<file path="src/rtl/rvhazard_monitor_if.sv">
`default_nettype none
// ============================================================================
// Module      : rvhazard_monitor_if
// Description : Bundle of every signal exchanged between the 5-stage core
//               (hazard unit + datapath observation points) and the hazard
//               protocol monitor. The core side drives the observed pipeline
//               signals and the clear strobe; the monitor side drives the
//               violation pulses, sticky flags, counters, first-failure
//               record and free-running cycle count.
//   master : core / environment side (drives observations, reads results)
//   slave  : monitor side (reads observations, drives results)
// Revision    : 1.0 - initial release
// ============================================================================
interface rvhazard_monitor_if #(
    parameter int XLEN  = 32,
    parameter int CNT_W = 16,
    parameter int TS_W  = 32
);
    // observation inputs to the monitor
    logic                clr;
    logic [XLEN-1:0]     X0Value;
    logic                StallD;
    logic                FlushD;
    logic                PCSrcE;
    logic [31:0]         InstrD;
    logic [4:0]          rdE;
    logic [1:0]          ResultSrcE;
    logic [1:0]          ForwardAE;
    logic [1:0]          ForwardBE;
    logic [XLEN-1:0]     SrcAE;
    logic [XLEN-1:0]     SrcBE;
    logic [XLEN-1:0]     ALUResultM;
    logic [XLEN-1:0]     ResultW;

    // monitor results
    logic [6:0]          fail_pulse;
    logic [6:0]          sticky_err;
    logic [7*CNT_W-1:0]  err_cnt;
    logic                first_valid;
    logic [2:0]          first_id;
    logic [TS_W-1:0]     first_ts;
    logic [TS_W-1:0]     cycle_cnt;

    modport master (
        output clr, X0Value, StallD, FlushD, PCSrcE, InstrD, rdE, ResultSrcE,
               ForwardAE, ForwardBE, SrcAE, SrcBE, ALUResultM, ResultW,
        input  fail_pulse, sticky_err, err_cnt, first_valid, first_id,
               first_ts, cycle_cnt
    );

    modport slave (
        input  clr, X0Value, StallD, FlushD, PCSrcE, InstrD, rdE, ResultSrcE,
               ForwardAE, ForwardBE, SrcAE, SrcBE, ALUResultM, ResultW,
        output fail_pulse, sticky_err, err_cnt, first_valid, first_id,
               first_ts, cycle_cnt
    );
endinterface
`default_nettype wire

</file>
<file path="src/rtl/rvhazard_monitor.sv">
`default_nettype none
// ============================================================================
// Module      : rvhazard_monitor
// Description : Registered hazard-protocol monitor for the 5-stage RISC-V
//               core. Every cycle seven hazard-unit invariants are evaluated:
//                 0 X0       - register x0 reads non-zero
//                 1 LOADUSE  - load-use dependency not stalled
//                 2 FLUSH    - taken branch without decode flush
//                 3 HOLD     - decode instruction changed while stalled
//                 4 FWDA     - forwarded operand A differs from its source
//                 5 FWDB     - forwarded operand B differs from its source
//                 6 WATCHDOG - StallD held longer than MAX_STALL cycles
//               Violations are reported one cycle later as a pulse, a sticky
//               flag, a saturating per-check counter and a first-failure
//               record (id + timestamp). The monitor never drives the core.
// Ports       : clk   - clock, all state updates on rising edge
//               reset - synchronous active-high, clears all state
//               bus   - rvhazard_monitor_if slave modport (observations in,
//                       clr in, results out)
// Revision    : 1.0 - initial release
// ============================================================================
module rvhazard_monitor #(
    parameter int         XLEN      = 32,
    parameter int         CNT_W     = 16,
    parameter int         TS_W      = 32,
    parameter int         MAX_STALL = 4,       // must be >= 1
    parameter logic [6:0] CHECK_EN  = 7'h7F
) (
    input  wire logic            clk,
    input  wire logic            reset,
    rvhazard_monitor_if.slave    bus
);

    localparam int               c_RUN_W   = $clog2(MAX_STALL + 1);
    localparam logic [c_RUN_W-1:0] c_MAX_RUN = c_RUN_W'(MAX_STALL);
    localparam logic [CNT_W-1:0] c_CNT_MAX = '1;

    // ------------------------------------------------------------------
    // Registered history of the previous cycle
    // ------------------------------------------------------------------
    logic [c_RUN_W-1:0] r_stall_run;
    logic [31:0]        r_instr_q;
    logic               r_prev_stall;
    logic               r_prev_flush;

    logic [6:0]         r_fail_pulse;
    logic [6:0]         r_sticky;
    logic               r_first_valid;
    logic [2:0]         r_first_id;
    logic [TS_W-1:0]    r_first_ts;
    logic [TS_W-1:0]    r_cycle_cnt;

    logic [6:0]         w_v;
    logic [6:0]         w_e;
    logic [2:0]         w_first_id;
    logic               w_clear;

    // ResultSrcE[1] only distinguishes non-load result kinds; not needed.
    logic               w_unused_rsrc;
    assign w_unused_rsrc = bus.ResultSrcE[1];

    // ------------------------------------------------------------------
    // Raw invariant evaluation
    // ------------------------------------------------------------------
    always_comb begin
        w_v    = '0;
        w_v[0] = (bus.X0Value != '0);
        w_v[1] = bus.ResultSrcE[0] && (bus.rdE != 5'd0) &&
                 ((bus.InstrD[19:15] == bus.rdE) || (bus.InstrD[24:20] == bus.rdE)) &&
                 !bus.StallD;
        w_v[2] = bus.PCSrcE && !bus.FlushD;
        // A stalled decode must present the same instruction next cycle,
        // unless that stall cycle was also flushed.
        w_v[3] = r_prev_stall && !r_prev_flush && (bus.InstrD != r_instr_q);
        w_v[4] = ((bus.ForwardAE == 2'b10) && (bus.SrcAE != bus.ALUResultM)) ||
                 ((bus.ForwardAE == 2'b01) && (bus.SrcAE != bus.ResultW));
        w_v[5] = ((bus.ForwardBE == 2'b10) && (bus.SrcBE != bus.ALUResultM)) ||
                 ((bus.ForwardBE == 2'b01) && (bus.SrcBE != bus.ResultW));
        // r_stall_run saturates at MAX_STALL, so this stays true for every
        // further stall cycle of an over-long run.
        w_v[6] = (r_stall_run == c_MAX_RUN) && bus.StallD;
    end

    // reset/clr win over any coincident violation
    assign w_clear = reset | bus.clr;
    assign w_e     = w_v & CHECK_EN & {7{~w_clear}};

    // lowest violating id for the first-failure record
    always_comb begin
        w_first_id = 3'd0;
        for (int i = 6; i >= 0; i--) begin
            if (w_e[i]) begin
                w_first_id = 3'(i);
            end
        end
    end

    // ------------------------------------------------------------------
    // Free-running cycle counter (clr does not touch it)
    // ------------------------------------------------------------------
    always_ff @(posedge clk) begin
        if (reset) begin
            r_cycle_cnt <= '0;
        end else begin
            r_cycle_cnt <= r_cycle_cnt + 1'b1;
        end
    end

    // ------------------------------------------------------------------
    // Pipeline history; tracked regardless of CHECK_EN
    // ------------------------------------------------------------------
    always_ff @(posedge clk) begin
        if (w_clear) begin
            r_stall_run  <= '0;
            r_instr_q    <= '0;
            r_prev_stall <= 1'b0;
            r_prev_flush <= 1'b0;
        end else begin
            if (!bus.StallD) begin
                r_stall_run <= '0;
            end else if (r_stall_run != c_MAX_RUN) begin
                r_stall_run <= r_stall_run + 1'b1;
            end
            r_instr_q    <= bus.InstrD;
            r_prev_stall <= bus.StallD;
            r_prev_flush <= bus.FlushD;
        end
    end

    // ------------------------------------------------------------------
    // Pulse, sticky and first-failure record
    // ------------------------------------------------------------------
    always_ff @(posedge clk) begin
        if (w_clear) begin
            r_fail_pulse  <= '0;
            r_sticky      <= '0;
            r_first_valid <= 1'b0;
            r_first_id    <= '0;
            r_first_ts    <= '0;
        end else begin
            r_fail_pulse <= w_e;
            r_sticky     <= r_sticky | w_e;
            if (!r_first_valid && (w_e != '0)) begin
                r_first_valid <= 1'b1;
                r_first_id    <= w_first_id;
                r_first_ts    <= r_cycle_cnt;
            end
        end
    end

    // ------------------------------------------------------------------
    // Saturating per-check violation counters
    // ------------------------------------------------------------------
    for (genvar gi = 0; gi < 7; gi++) begin : g_cnt
        logic [CNT_W-1:0] r_cnt;

        always_ff @(posedge clk) begin
            if (w_clear) begin
                r_cnt <= '0;
            end else if (w_e[gi] && (r_cnt != c_CNT_MAX)) begin
                r_cnt <= r_cnt + 1'b1;
            end
        end

        assign bus.err_cnt[gi*CNT_W +: CNT_W] = r_cnt;
    end

    assign bus.fail_pulse  = r_fail_pulse;
    assign bus.sticky_err  = r_sticky;
    assign bus.first_valid = r_first_valid;
    assign bus.first_id    = r_first_id;
    assign bus.first_ts    = r_first_ts;
    assign bus.cycle_cnt   = r_cycle_cnt;

    // Simulation-only violation log; enabled by defining
    // RVHAZARD_MONITOR_MESSAGES in simulation builds, never in synthesis.
`ifdef RVHAZARD_MONITOR_MESSAGES
    always_ff @(posedge clk) begin
        for (int i = 0; i < 7; i++) begin
            if (w_e[i]) begin
                $error("rvhazard_monitor: check %0d violated at cycle %0d", i, r_cycle_cnt);
            end
        end
    end
`endif

endmodule
`default_nettype wire

</file>
<file path="src/flat_wrapper.sv">
// flat-port wrapper written by rule: the top's interface ports become plain ports
module rvhazard_monitor_flat 
#(
    parameter int         XLEN      = 32,
    parameter int         CNT_W     = 16,
    parameter int         TS_W      = 32,
    parameter int         MAX_STALL = 4,                      
    parameter logic [6:0] CHECK_EN  = 7'h7F
)
  (clk, reset, bus_clr, bus_X0Value, bus_StallD, bus_FlushD, bus_PCSrcE, bus_InstrD, bus_rdE, bus_ResultSrcE, bus_ForwardAE, bus_ForwardBE, bus_SrcAE, bus_SrcBE, bus_ALUResultM, bus_ResultW, bus_fail_pulse, bus_sticky_err, bus_err_cnt, bus_first_valid, bus_first_id, bus_first_ts, bus_cycle_cnt);
  rvhazard_monitor_if #(.XLEN(XLEN), .CNT_W(CNT_W), .TS_W(TS_W)) bus_i ();
  input  wire logic clk;
  input  wire logic reset;
  input wire logic [$bits(bus_i.clr)-1:0] bus_clr;
  input wire logic [$bits(bus_i.X0Value)-1:0] bus_X0Value;
  input wire logic [$bits(bus_i.StallD)-1:0] bus_StallD;
  input wire logic [$bits(bus_i.FlushD)-1:0] bus_FlushD;
  input wire logic [$bits(bus_i.PCSrcE)-1:0] bus_PCSrcE;
  input wire logic [$bits(bus_i.InstrD)-1:0] bus_InstrD;
  input wire logic [$bits(bus_i.rdE)-1:0] bus_rdE;
  input wire logic [$bits(bus_i.ResultSrcE)-1:0] bus_ResultSrcE;
  input wire logic [$bits(bus_i.ForwardAE)-1:0] bus_ForwardAE;
  input wire logic [$bits(bus_i.ForwardBE)-1:0] bus_ForwardBE;
  input wire logic [$bits(bus_i.SrcAE)-1:0] bus_SrcAE;
  input wire logic [$bits(bus_i.SrcBE)-1:0] bus_SrcBE;
  input wire logic [$bits(bus_i.ALUResultM)-1:0] bus_ALUResultM;
  input wire logic [$bits(bus_i.ResultW)-1:0] bus_ResultW;
  output wire logic [$bits(bus_i.fail_pulse)-1:0] bus_fail_pulse;
  output wire logic [$bits(bus_i.sticky_err)-1:0] bus_sticky_err;
  output wire logic [$bits(bus_i.err_cnt)-1:0] bus_err_cnt;
  output wire logic [$bits(bus_i.first_valid)-1:0] bus_first_valid;
  output wire logic [$bits(bus_i.first_id)-1:0] bus_first_id;
  output wire logic [$bits(bus_i.first_ts)-1:0] bus_first_ts;
  output wire logic [$bits(bus_i.cycle_cnt)-1:0] bus_cycle_cnt;
  assign bus_i.clr = bus_clr;
  assign bus_i.X0Value = bus_X0Value;
  assign bus_i.StallD = bus_StallD;
  assign bus_i.FlushD = bus_FlushD;
  assign bus_i.PCSrcE = bus_PCSrcE;
  assign bus_i.InstrD = bus_InstrD;
  assign bus_i.rdE = bus_rdE;
  assign bus_i.ResultSrcE = bus_ResultSrcE;
  assign bus_i.ForwardAE = bus_ForwardAE;
  assign bus_i.ForwardBE = bus_ForwardBE;
  assign bus_i.SrcAE = bus_SrcAE;
  assign bus_i.SrcBE = bus_SrcBE;
  assign bus_i.ALUResultM = bus_ALUResultM;
  assign bus_i.ResultW = bus_ResultW;
  assign bus_fail_pulse = bus_i.fail_pulse;
  assign bus_sticky_err = bus_i.sticky_err;
  assign bus_err_cnt = bus_i.err_cnt;
  assign bus_first_valid = bus_i.first_valid;
  assign bus_first_id = bus_i.first_id;
  assign bus_first_ts = bus_i.first_ts;
  assign bus_cycle_cnt = bus_i.cycle_cnt;
  rvhazard_monitor #(.XLEN(XLEN), .CNT_W(CNT_W), .TS_W(TS_W), .MAX_STALL(MAX_STALL), .CHECK_EN(CHECK_EN)) u_core (.clk(clk), .reset(reset), .bus(bus_i));
endmodule
</file>
<file path="config.mk">
export PLATFORM = sky130hd
export DESIGN_NAME = rvhazard_monitor_flat
export DESIGN_NICKNAME = d
export VERILOG_FILES = /design/src/rtl/rvhazard_monitor_if.sv /design/src/rtl/rvhazard_monitor.sv /design/src/flat_wrapper.sv
export SDC_FILE = /design/constraint.sdc
export NUM_CORES = 1
export LEC_CHECK = 0
export ABC_AREA = 1
export ABC_CLOCK_PERIOD_IN_PS = 2900
export BUFFER_PORTS_ARGS = -buffer_cell sky130_fd_sc_hd__clkbuf_2
export CAP_MARGIN = 20
export CORE_MARGIN = 3
export CORE_UTILIZATION = 40
export CTS_BUF_LIST = sky130_fd_sc_hd__clkbuf_8
export DETAILED_ROUTE_END_ITERATION = 6
export GPL_TIMING_DRIVEN = 1
export HOLD_SLACK_MARGIN = 0.03
export MAX_ROUTING_LAYER = met4
export PLACE_DENSITY = 0.65
export SLEW_MARGIN = 20
export SYNTH_ARGS = -nofsm -noshare
export SYNTH_HDL_FRONTEND = slang
export SYNTH_SLANG_ARGS = --single-unit
export TNS_END_PERCENT = 30
</file>
<file path="constraint.sdc">
create_clock -name clk -period 2.9 [get_ports clk]
set_clock_uncertainty 0.15 [all_clocks]
set_input_delay 0.87 -clock clk [delete_from_list [all_inputs] [get_ports clk]]
set_output_delay 0.87 -clock clk [all_outputs]
set_load 0.005 [all_outputs]
</file>
==> results.json <==
{
  "status": "completed",
  "hp-class": "flip-flop to flip-flop",
  "routed_wl_um": 38400,
  "fmax_mhz": 409,
  "synth_top_cell_by_area": "dfxtp_1",
  "netlist_instances": 1870,
  "vias": 12970,
  "nets": 2536,
  "wl_per_cell_um": 14.0,
  "power_w": 0.00729,
  "grt_overflow_total": 0,
  "die_w_um": 183,
  "wl_met2_um": 17600,
  "cts_root_buf": "clkbuf_8",
  "holdBufCountCts": 0,
  "slowest_stage": "nor2_1",
  "io_pins": 403,
  "first_iter_violations": 550,
  "grt_pass1_vias": 12412,
  "tightest_slew_ns": 0.678,
  "antenna_found_initial": 0,
  "path_common_cell": "nand2_1",
  "finalCriticalPeriod_ns": 2.45,
  "syn_nets": 2089,
  "clk_path_buf_depth": 3,
  "synth_fa_ha_area_share_pct": 0.995,
  "crit_type": "input port to flip-flop",
  "rsz0062_at_grt": "no",
  "synth-seq-cells": 231,
  "cts_resized": 0,
  "muxShareOfSynthArea_pct": 0,
  "synth_top_family_by_area": "simple AND/OR/NAND/NOR gates",
  "synth-xor-area-share_pct": 12.1,
  "synth_area_per_cell_um2": 6.72,
  "met3RoutedLength_um": 2370,
  "finalHoldViolCount": 0,
  "vias_per_cell": 4.73,
  "syn-cell-area_mm2": 0.0126,
  "cts_buffers": 42,
  "ctsHtreeMaxLevel": 2,
  "endpoint_kind": "flip-flop",
  "core-area_mm2": 0.0307,
  "vdd_ir_drop_max_mv": 0.397,
  "slew_viol_final": 0,
  "grt_max_degree": 95,
  "final_cells": 2744,
  "slowest_delay_ns": 0.21,
  "max_slew_margin_pct": 54.8,
  "clk_latency_ns": 0.53,
  "gp_congestion": 0.913,
  "port_buffers": 401,
  "antenna_left": 0,
  "cts_setup_buffers": 0,
  "cts_tree": "yes",
  "drv_cap": 0,
  "required_ns": 3.21,
  "dieArea_mm2": 0.0336,
  "crit_fanout": 43,
  "diodes": 0,
  "dp.cells": 2669,
  "critPathArrivalTime_ns": 2.75,
  "power.leakage_nw": 7.22,
  "grtUsageTotal_pct": 23.0,
  "synth_compound_area_share_pct": 8.33,
  "grt_pass1_wl_um": 61700,
  "drive_above_1_share_pct": 22.9,
  "clk_pin_slew_ns": 0.06,
  "ys_types": 42,
  "startpoint_type": "input port",
  "synth-simple-area-share_pct": 32.5,
  "first_pass_iters": 5,
  "wl_met1_um": 17000,
  "yosys_warnings": 0,
  "p_per_area_mw_per_mm2": 453,
  "row_count": 64,
  "period_share_pct": 84.3,
  "crit_chain": "clkbuf_2, xnor2_1, nand2_1, nor2_1, nand2_1, nor2_1, nand2_1, nand2_1, nand2_1, nand2_1, nand3_1, nand2_1, nand2_2, buf_12, nand2_1, nand2_1, nor2_1",
  "dp_hpwl_um": 30600,
  "highest_layer": "met4",
  "syn2layout_area_growth_pct": 28.0,
  "synth_top_cell_area_share_pct": 36.8,
  "synth.area.top_cells": "dfxtp_1 37%, nand2_1 14%, xnor2_1 8.8%",
  "cts_sinks": 231,
  "initial_core_util_pct": 40.9,
  "synth_seq_area_share_pct": 36.8,
  "setup_viol": 0,
  "die_h_um": 183,
  "post-route-drc-count": 0
}
[stage by stage]
stage	utilization, %	hold slack (ns)	worst slack [ns]	cell area, um2	TNS [ns]
6_report	52.3	0.305	0.455	16100	0
2_1_floorplan	-	0.297	0.439	12600	0
4_1_cts	52.3	0.305	0.500	16100	0
3_3_place_gp	49.5	0.289	-0.0153	15200	-0.0505
3_5_place_dp	49.5	0.291	-0.0693	15200	-1.06
5_1_grt	52.3	0.324	0.245	16100	0
[final timing paths]
| check | from | cells past startpoint | slack [ns] | to |
|---|---|---|---|---|
| worst max register to register | u_core.bus.cycle_cnt[0]$_SDFF_PP0_ | 10 | 0.61 | u_core.bus.cycle_cnt[26]$_SDFF_PP0_ |
| worst min register to register | u_core.bus.sticky_err[6]$_SDFF_PP0_ | 2 | 0.30 | u_core.bus.sticky_err[6]$_SDFF_PP0_ |
| worst min-delay path | u_core.bus.sticky_err[6]$_SDFF_PP0_ | 2 | 0.30 | u_core.bus.sticky_err[6]$_SDFF_PP0_ |
| worst max-delay path | bus_ALUResultM[0] | 17 | 0.45 | u_core.bus.first_ts[22]$_SDFFE_PP0P_ |
[report_power, final]
| part | total [W] | internal (W) | switching [W] |
|---|---|---|---|
| combinational | 0.000873 | 0.000390 | 0.000483 |
| sequential | 0.00327 | 0.00323 | 0.0000314 |
| clock | 0.00315 | 0.00179 | 0.00136 |
| total | 0.00729 | 0.00541 | 0.00188 |
[state kept, by name, summed over array words and instances, names as in the netlist, 3 cells and up]
| signal | count |
|---|---|
| u_core.g_cnt.r_cnt | 112 |
| u_core.bus.cycle_cnt | 32 |
| u_core.bus.first_ts | 32 |
| u_core.r_instr_q | 32 |
| u_core.bus.fail_pulse | 7 |
| u_core.bus.sticky_err | 7 |
| u_core.bus.first_id | 3 |
| u_core.r_stall_run | 3 |
[cell type report]
type,instances,area (um2)
Timing Repair Buffer,439,2330
Sequential cell,231,4620
Clock inverter,20,114
Tap cell,396,495
Fill cell,3199,14700
Multi-Input combinational cell,1338,6770
Clock buffer,55,757
Inverter,265,996
[critical path: cells and delay by family]
family	cells	cell delay (ns)
simple gates	14	1.41
buf+inv	2	0.29
xor+xnor	1	0.16
[cell usage in the layout (no fill, tap or decap), types with 47 or more instances in the layout]
| master | n |
|---|---|
| xor2_1 | 47 |
| nand3_1 | 51 |
| nor2_1 | 283 |
| clkbuf_8 | 55 |
| nand2_1 | 460 |
| o21ai_0 | 61 |
| dfxtp_1 | 231 |
| inv_1 | 270 |
| clkbuf_2 | 401 |
| nor3_1 | 73 |
| a21oi_1 | 110 |
| xnor2_1 | 126 |
[cell usage after synthesis, drive strengths merged]
master  number
ha          10
nor3        78
inv        265
nand3b       2
nor2       290
xnor2      126
a31oi        4
a211oi       6
or4          1
nor3b        8
nor4        19
nand3       53
o21a        10
dfxtp      231
nand2      469
or2          3
o21bai       1
xor2        47
buf         15
clkbuf      21
o31ai        1
a221oi       1
o21ai       61
nand4       36
a21oi      112
[per-layer routing]
layer	global-route usage, %	vias to the layer above
li1	-	6753
met1	28.2	5798
met2	37.4	329
met3	5.18	90
met4	7.80	0
met5	-	-
[kinds of logic after synthesis]
kind of cell | count (synthesis)
XOR/XNOR | 173
AO/OA/AOI/OAI | 196
AND/OR/NAND/NOR | 959
flip-flops | 231
adder cells (fa/ha/maj) | 10
buffers and inverters | 301
(Power assumes the default switching activity.)
